$ cat config.mk
export PLATFORM = sky130hd
export DESIGN_NAME = watch_time_reporter_flat
export DESIGN_NICKNAME = d
export VERILOG_FILES = /design/src/rtl/watch_time_reporter_pkg.sv /design/src/rtl/watch_time_reporter_if.sv /design/src/rtl/watch_time_reporter_bin2dec_2d.sv /design/src/rtl/watch_time_reporter.sv /design/src/flat_wrapper.sv
export SDC_FILE = /design/constraint.sdc
export NUM_CORES = 1
export LEC_CHECK = 0
export CORE_ASPECT_RATIO = 1.75
export CORE_MARGIN = 10
export CORE_UTILIZATION = 61
export DETAILED_ROUTE_END_ITERATION = 16
export MAX_ROUTING_LAYER = met4
export PLACE_DENSITY = 0.87
export SLEW_MARGIN = 20
export SYNTH_ARGS = -nofsm -noshare
export SYNTH_HDL_FRONTEND = slang
export SYNTH_HIERARCHICAL = 1
export SYNTH_SLANG_ARGS = --single-unit
$ cat constraint.sdc
create_clock -name clk -period 7.8 [get_ports clk]
set_input_delay 1.17 -clock clk [delete_from_list [all_inputs] [get_ports clk]]
set_output_delay 1.17 -clock clk [all_outputs]
set_load 0.005 [all_outputs]
$ cat src/rtl/watch_time_reporter_pkg.sv
// Shared constants and types for the watch time reporter: ASCII codes,
// watch field widths, FSM encoding and small byte-formatting helpers.
package watch_time_reporter_pkg;

  localparam logic [7:0] ASC_0     = 8'h30;
  localparam logic [7:0] ASC_COLON = 8'h3A;
  localparam logic [7:0] ASC_DOT   = 8'h2E;
  localparam logic [7:0] ASC_CR    = 8'h0D;
  localparam logic [7:0] ASC_LF    = 8'h0A;

  localparam int MSEC_W = 7;
  localparam int SEC_W  = 6;
  localparam int MIN_W  = 6;
  localparam int HOUR_W = 5;

  typedef enum logic {
    ST_IDLE = 1'b0,
    ST_SEND = 1'b1
  } state_t;

  // Index of the final byte of a message for a given build.
  function automatic logic [3:0] msg_last(input int send_centi, input int eol_crlf);
    return 4'(8 + ((send_centi != 0) ? 3 : 0) + ((eol_crlf != 0) ? 2 : 1) - 1);
  endfunction

  function automatic logic [7:0] digit(input logic [3:0] n);
    return ASC_0 + {4'h0, n};
  endfunction

endpackage

$ cat src/rtl/watch_time_reporter_if.sv
// Request / time-field / TX byte bundle between the watch host side and the
// reporter.
interface watch_time_reporter_if;
  import watch_time_reporter_pkg::*;

  // TX handshake: a byte moves on any clock edge where o_tx_valid and
  // i_tx_ready are both 1. Once o_tx_valid rises, it and o_tx_data hold
  // steady until that transfer; i_tx_ready may stall for any length.
  logic              i_req;
  logic [MSEC_W-1:0] i_msec;
  logic [SEC_W-1:0]  i_sec;
  logic [MIN_W-1:0]  i_min;
  logic [HOUR_W-1:0] i_hour;
  logic [7:0]        o_tx_data;
  logic              o_tx_valid;
  logic              i_tx_ready;
  logic              o_busy;
  logic              o_done;

  modport master (
    output i_req, i_msec, i_sec, i_min, i_hour, i_tx_ready,
    input  o_tx_data, o_tx_valid, o_busy, o_done
  );

  modport slave (
    input  i_req, i_msec, i_sec, i_min, i_hour, i_tx_ready,
    output o_tx_data, o_tx_valid, o_busy, o_done
  );

endinterface

$ cat src/rtl/watch_time_reporter_bin2dec_2d.sv
// 7-bit binary to two BCD digits, saturating at 99. Purely combinational.
module watch_time_reporter_bin2dec_2d (
  input  logic [6:0] bin,
  output logic [3:0] tens,
  output logic [3:0] units
);

  logic [6:0] sat;

  always_comb begin
    sat  = (bin > 7'd99) ? 7'd99 : bin;
    tens = 4'd0;
    for (int k = 1; k < 10; k++) begin
      if (sat >= 7'(k * 10)) tens = 4'(k);
    end
    units = 4'(sat - ({3'b000, tens} * 7'd10));
  end

endmodule

$ cat src/rtl/watch_time_reporter.sv
// Snapshots the watch counters on request and streams "HH:MM:SS[.CC]\r?\n"
// one byte per handshake, queueing at most one extra request.
module watch_time_reporter
  import watch_time_reporter_pkg::*;
#(
  parameter int SEND_CENTI = 1,
  parameter int EOL_CRLF   = 1
) (
  input  logic                   clk,
  input  logic                   rst,
  watch_time_reporter_if.slave   bus,
  output state_t                 dbg_state
);

  localparam logic [3:0] LAST_IDX = msg_last(SEND_CENTI, EOL_CRLF);
  localparam logic [3:0] EOL_POS  = 4'(8 + ((SEND_CENTI != 0) ? 3 : 0));
  localparam logic [3:0] EOL_POS1 = EOL_POS + 4'd1;

  logic [MSEC_W-1:0] snap_msec;
  logic [SEC_W-1:0]  snap_sec;
  logic [MIN_W-1:0]  snap_min;
  logic [HOUR_W-1:0] snap_hour;
  state_t            state;
  logic [3:0]        idx;
  logic              pending, tx_valid, busy, done;
  logic              xfer, last, capture;
  logic [3:0]        h1, h0, m1, m0, s1, s0, c1, c0;
  logic [7:0]        tab [16];

  watch_time_reporter_bin2dec_2d u_hour (.bin({2'b00, snap_hour}), .tens(h1), .units(h0));
  watch_time_reporter_bin2dec_2d u_min  (.bin({1'b0, snap_min}),   .tens(m1), .units(m0));
  watch_time_reporter_bin2dec_2d u_sec  (.bin({1'b0, snap_sec}),   .tens(s1), .units(s0));
  watch_time_reporter_bin2dec_2d u_msec (.bin(snap_msec),          .tens(c1), .units(c0));

  assign xfer    = tx_valid & bus.i_tx_ready;
  assign last    = (idx == LAST_IDX);
  // A fresh snapshot is taken on a new request from idle, or at the last
  // transfer when another request is queued or arrives on that same edge.
  assign capture = ((state == ST_IDLE) & bus.i_req)
                 | (xfer & last & (pending | bus.i_req));

  always_comb begin
    for (int i = 0; i < 16; i++) tab[i] = 8'h00;
    tab[0] = digit(h1);
    tab[1] = digit(h0);
    tab[2] = ASC_COLON;
    tab[3] = digit(m1);
    tab[4] = digit(m0);
    tab[5] = ASC_COLON;
    tab[6] = digit(s1);
    tab[7] = digit(s0);
    if (SEND_CENTI != 0) begin
      tab[8]  = ASC_DOT;
      tab[9]  = digit(c1);
      tab[10] = digit(c0);
    end
    if (EOL_CRLF != 0) begin
      tab[EOL_POS]  = ASC_CR;
      tab[EOL_POS1] = ASC_LF;
    end else begin
      tab[EOL_POS] = ASC_LF;
    end
  end

  always_ff @(posedge clk or posedge rst) begin
    if (rst) begin
      snap_msec <= '0;
      snap_sec  <= '0;
      snap_min  <= '0;
      snap_hour <= '0;
    end else if (capture) begin
      snap_msec <= bus.i_msec;
      snap_sec  <= bus.i_sec;
      snap_min  <= bus.i_min;
      snap_hour <= bus.i_hour;
    end
  end

  always_ff @(posedge clk or posedge rst) begin
    if (rst) begin
      state    <= ST_IDLE;
      idx      <= 4'd0;
      pending  <= 1'b0;
      tx_valid <= 1'b0;
      busy     <= 1'b0;
      done     <= 1'b0;
    end else begin
      done <= 1'b0;
      case (state)
        ST_IDLE: begin
          if (bus.i_req) begin
            state    <= ST_SEND;
            idx      <= 4'd0;
            tx_valid <= 1'b1;
            busy     <= 1'b1;
          end
        end
        ST_SEND: begin
          if (xfer && last) begin
            done    <= 1'b1;
            idx     <= 4'd0;
            pending <= 1'b0;
            if (!(pending || bus.i_req)) begin
              state    <= ST_IDLE;
              tx_valid <= 1'b0;
              busy     <= 1'b0;
            end
          end else begin
            if (xfer) idx <= idx + 4'd1;
            if (bus.i_req) pending <= 1'b1;
          end
        end
        default: state <= ST_IDLE;
      endcase
    end
  end

  assign bus.o_tx_data  = tx_valid ? tab[idx] : 8'h00;
  assign bus.o_tx_valid = tx_valid;
  assign bus.o_busy     = busy;
  assign bus.o_done     = done;
  assign dbg_state      = state;

endmodule

$ cat src/flat_wrapper.sv
// flat-port wrapper written by rule: the top's interface ports become plain ports
module watch_time_reporter_flat import watch_time_reporter_pkg::*;
#(
  parameter int SEND_CENTI = 1,
  parameter int EOL_CRLF   = 1
)
  (clk, rst, dbg_state, bus_i_req, bus_i_msec, bus_i_sec, bus_i_min, bus_i_hour, bus_i_tx_ready, bus_o_tx_data, bus_o_tx_valid, bus_o_busy, bus_o_done);
  watch_time_reporter_if bus_i ();
  input  logic clk;
  input  logic rst;
  output state_t dbg_state;
  input wire logic [$bits(bus_i.i_req)-1:0] bus_i_req;
  input wire logic [$bits(bus_i.i_msec)-1:0] bus_i_msec;
  input wire logic [$bits(bus_i.i_sec)-1:0] bus_i_sec;
  input wire logic [$bits(bus_i.i_min)-1:0] bus_i_min;
  input wire logic [$bits(bus_i.i_hour)-1:0] bus_i_hour;
  input wire logic [$bits(bus_i.i_tx_ready)-1:0] bus_i_tx_ready;
  output wire logic [$bits(bus_i.o_tx_data)-1:0] bus_o_tx_data;
  output wire logic [$bits(bus_i.o_tx_valid)-1:0] bus_o_tx_valid;
  output wire logic [$bits(bus_i.o_busy)-1:0] bus_o_busy;
  output wire logic [$bits(bus_i.o_done)-1:0] bus_o_done;
  assign bus_i.i_req = bus_i_req;
  assign bus_i.i_msec = bus_i_msec;
  assign bus_i.i_sec = bus_i_sec;
  assign bus_i.i_min = bus_i_min;
  assign bus_i.i_hour = bus_i_hour;
  assign bus_i.i_tx_ready = bus_i_tx_ready;
  assign bus_o_tx_data = bus_i.o_tx_data;
  assign bus_o_tx_valid = bus_i.o_tx_valid;
  assign bus_o_busy = bus_i.o_busy;
  assign bus_o_done = bus_i.o_done;
  watch_time_reporter #(.SEND_CENTI(SEND_CENTI), .EOL_CRLF(EOL_CRLF)) u_core (.clk(clk), .rst(rst), .bus(bus_i), .dbg_state(dbg_state));
endmodule
==> metrics.md <==
| Metric | Value |
|---|---|
| Synthesized-area fraction occupied by and/or/nand/nor cells | 16.5% |
| Total power draw | around 1.3 mW |
| Post-synthesis area per instance | approximately 8.7 um^2 |
| Number of buffers inserted by post-CTS setup repair | 0 |
| Flip-flop and latch count after synthesis | 32 |
| Period Utilization, post-route | 68.8% |
| Maximum buffer depth of the clock tree | 2 |
| Total global routing overflow | 0 |
| Combined area of all synthesized cells | 3110 um^2 |
| Filler cells | a little over 400 |
| Total length of routed wires | 6960 um |
| Share of synthesized area occupied by flip-flops and latches | about 26% |
| Post-CTS Hold Fix Bufs | 0 |
| Share of the synthesized area in the top cell type | 25.7% |
| Slew of the pin with the lowest slew margin | between 0.8 and 0.9 ns |
| Run status | finished, final reports clean |
| Root buf cell | sky130_fd_sc_hd__clkbuf_8 |
| Number of buffers created by CTS | 5 |
| Worst setup EP type | output port |
| I/O pins | 40 |
| Number of port buffers | 37 |
| Total via count in the routed design | 2,721 |
| Area growth syn-to-layout | 13.3% |
| Global-route usage over all layers | 17.4% |
| Number of pins with negative max-slew slack in the final report | 0 |
| Number of global-route vias before repair | 2,613 |
| Synth async-reset ratio | 100% |
| Final-layout setup total negative slack | 0 ns |
| Unrepaired setup endpoints after global routing | false |
| Final setup fails | 0 |
| Type of origin of the critical path | flop |
| Tightest slew margin relative to the limit | a little over two fifths |
| Maximum number of pins on one net before global-route repair | 33 |
| Period minus WS final | around 5.4 ns |
| Max-capacitance violation count | 0 |
| Adder and majority gate portion of the synthesized area | 6.67% |
| Starting density of the core | a little over three fifths |
| Number of sinks handled by clock tree synthesis | 32 |
| Core outline area | 4980 um^2 |
| Router iterations before antenna repair | 5 |
| Combinational family with the most area after synthesis | compound AO/OA/AOI/OAI gates |
| Pwr/cell area | 366 nW/um^2 |
| Clock edge transition at the registers on the reported setup and hold paths | 0.07 ns |
| Antenna violations before repair | 0 |
| Number of warnings reported in the yosys synthesis log | 6 |
| Leakage Power | 1.42 nW |
| Clock insertion delay at the later pin of the skew report | approximately 0.28 ns |
| Level count of the clock H-tree | 2 |
| Number of distinct standard cells referenced by the synthesized netlist | 55 |
| Horizontal die dimension | approximately 74 um |
| Fraction of final layout cells sized beyond drive strength 1 | 13.1% |
| Area of the die | 8470 um^2 |
| Worst IR drop on VDD | approximately 0.00026 V |
| Critical Path RT | between 6 and 7 ns |
| Post-CTS resize count | 0 |
| Post-synthesis xor/xnor area fraction | 2.25% |
| Routed via count divided by cell count | 6.16 |
| Count of flip-flops with a built-in enable after synthesis | 0 |
| CP arrival | approximately 4.2 ns |
| Top cells by area, synth | sky130_fd_sc_hd__dfrtp_1, sky130_fd_sc_hd__mux2_2, sky130_fd_sc_hd__nor2_1, sky130_fd_sc_hd__nor2b_1, sky130_fd_sc_hd__ha_1 |
| Placement Rows | 34 |
| Antenna cell count | 0 |
| Number of DRC violations after detailed routing | 0 |
| Fmax achieved | 0.186 GHz |
| Remaining antenna violation count after routing | 0 |
| Clock Skews | 0.00356 ns |
| GPL Wtd Cong | between 0.8 and 0.9 |
| Final net count | 426 |
| Class of the worst hold path | reg2reg |
| Die height | 115 um |
| HPWL after detailed placement | 5120 um |
| Peak fanout along the critical path | 14 |
| Number of endpoints with negative hold slack in the final report | 0 |
| Wire length per cell after detailed routing | 15.7 um |
| Launch point of the worst path | u_core/snap_hour[4] |
| Startpoint of the worst register-to-register path | u_core/idx[1] |
| Critical path type | reg2out |
| Top cell type by total area after synthesis | sky130_fd_sc_hd__dfrtp_1 |
| Most common flop cell mapped by yosys | sky130_fd_sc_hd__dfrtp_1 |
| Synthesized-area fraction occupied by ao, oa, aoi and oai cells | 27.6% |
| First-pass GRT wire length | 11,900 um |
| Cell count after synthesis | 357 |
| Mux share of post-synthesis cell area | between 10% and 20% |
| First DRT Iteration DRCs | 147 |
| Hold path startpoint | u_core/snap_msec[0] |
| Clock tree from TritonCTS | done |
-- worst max-delay path, cell delays in order (launching register included) --
cell	delay (ns)
sky130_fd_sc_hd__dfrtp_1	0.57
sky130_fd_sc_hd__nor2b_1	0.11
sky130_fd_sc_hd__or3_1	0.32
sky130_fd_sc_hd__a311o_1	0.35
sky130_fd_sc_hd__o221a_2	0.14
sky130_fd_sc_hd__ha_1	0.20
sky130_fd_sc_hd__fa_1	0.37
sky130_fd_sc_hd__xor2_1	0.20
sky130_fd_sc_hd__xnor2_1	0.13
sky130_fd_sc_hd__mux2i_1	0.09
sky130_fd_sc_hd__a2111oi_0	0.49
sky130_fd_sc_hd__a211oi_1	0.08
sky130_fd_sc_hd__a21boi_0	0.29
sky130_fd_sc_hd__clkdlybuf4s50_1	0.57
-- cell usage after synthesis (3+ instances only) --
library cell,instances
sky130_fd_sc_hd__o221ai_1,5
sky130_fd_sc_hd__buf_6,7
sky130_fd_sc_hd__clkbuf_1,6
sky130_fd_sc_hd__a22oi_1,4
sky130_fd_sc_hd__o21a_1,6
sky130_fd_sc_hd__fa_1,4
sky130_fd_sc_hd__a31o_1,4
sky130_fd_sc_hd__o2bb2ai_1,4
sky130_fd_sc_hd__nor3_1,8
sky130_fd_sc_hd__a22o_1,7
sky130_fd_sc_hd__buf_4,4
sky130_fd_sc_hd__nand2_1,21
sky130_fd_sc_hd__o221a_2,4
sky130_fd_sc_hd__o21ai_1,4
sky130_fd_sc_hd__a211oi_1,5
sky130_fd_sc_hd__ha_1,7
sky130_fd_sc_hd__dfrtp_1,32
sky130_fd_sc_hd__mux2i_1,4
sky130_fd_sc_hd__a222oi_1,4
sky130_fd_sc_hd__nand3_1,4
sky130_fd_sc_hd__a311oi_1,6
sky130_fd_sc_hd__maj3_1,4
sky130_fd_sc_hd__a31oi_1,12
sky130_fd_sc_hd__xnor2_1,4
sky130_fd_sc_hd__nor2_1,36
sky130_fd_sc_hd__nand2b_1,8
sky130_fd_sc_hd__mux2_2,27
sky130_fd_sc_hd__buf_2,13
sky130_fd_sc_hd__a21boi_0,3
sky130_fd_sc_hd__or3_1,8
sky130_fd_sc_hd__nor2b_1,16
sky130_fd_sc_hd__inv_1,23
sky130_fd_sc_hd__xor2_1,4
sky130_fd_sc_hd__o21ai_0,11
sky130_fd_sc_hd__o211ai_2,4
sky130_fd_sc_hd__o21ba_2,4
sky130_fd_sc_hd__a21oi_1,5
sky130_fd_sc_hd__a311o_1,4
-- area by class of cell --
class                           instances  area [um^2]  share of cell area (%)
Timing Repair Buffer                   38          378                    10.7
Tap cell                               54         67.6                    1.92
Inverter                               23         86.3                    2.45
Sequential cell                        32          801                    22.7
Clock buffer                            6         72.6                    2.06
Clock inverter                          2         35.0                   0.994
Multi-Input combinational cell        287         2090                    59.2
-- final timing paths --
check | slack [ns] | endpoint | depth (start not counted)
worst max-delay path | 2.43 | bus_o_tx_data[3] | 13
worst min-delay path | 0.51 | u_core/snap_msec[0] | 1
worst max register to register | 5.11 | u_core/snap_min[5] | 6
worst min register to register | 0.51 | u_core/snap_msec[0] | 1
max in group asynchronous | 6.21 | u_core/idx[2] | 3
min in group asynchronous | 1.29 | u_core/snap_msec[3] | 3
-- state kept, by name, indices dropped and copies added (netlist names) --
register and flops:
u_core/snap_min 6, u_core/dbg_state 1, u_core/snap_msec 7, u_core/pending 1
u_core/snap_hour 5, u_core/bus.o_done 1, u_core/snap_sec 6, u_core/bus.o_busy 1
u_core/idx 4
-- metal layers --
layer | global-route usage, % | vias to the layer above | wire length [um]
li1 | - | 1353 | -
met1 | 19.2 | 1306 | 2840
met2 | 29.9 | 49 | 3790
met3 | 2.78 | 13 | 159
met4 | 7.12 | 0 | 165
met5 | - | - | 0
-- logic make-up after synthesis --
kind of cell | Yosys count
xor gates and xnor gates | 8
muxes | 33
other | 1
adders and majority gates | 15
DFF | 32
buffers and inverters | 55
and+or+nand+nor | 106
AOI/OAI and AO/OA | 107
-- layout by cell type (no fill, tap or decap), types with 11 or more instances in the layout --
cell,netlist,routed
sky130_fd_sc_hd__o21ai_0,11,11
sky130_fd_sc_hd__clkdlybuf4s50_1,0,37
sky130_fd_sc_hd__a31oi_1,12,12
sky130_fd_sc_hd__nor2b_1,16,16
sky130_fd_sc_hd__mux2_2,27,27
sky130_fd_sc_hd__dfrtp_1,32,32
sky130_fd_sc_hd__conb_1,1,18
sky130_fd_sc_hd__inv_1,23,23
sky130_fd_sc_hd__nor2_1,36,36
sky130_fd_sc_hd__nand2_1,21,21
-- power by group --
part / leakage (nW) / total, mW / internal, mW / switching [mW]
clock: 0.0552 / 0.157 / 0.0947 / 0.0622
sequential: 0.388 / 0.409 / 0.220 / 0.190
combinational: 0.973 / 0.723 / 0.404 / 0.319
-- per-stage QoR --
step	util (%)	instances	hold slack [ns]	worst slack (ns)	cell area (um^2)
after floorplan	-	374	0.479	3.71	3180
after global placement	68.7	434	0.492	2.91	3420
final	70.8	442	0.512	2.43	3530
after CTS	70.8	442	0.519	2.48	3530
after global routing	70.8	442	0.531	2.23	3530
after detailed placement	68.7	434	0.502	2.85	3420
Note: power is estimated with default switching activity, not from simulation.
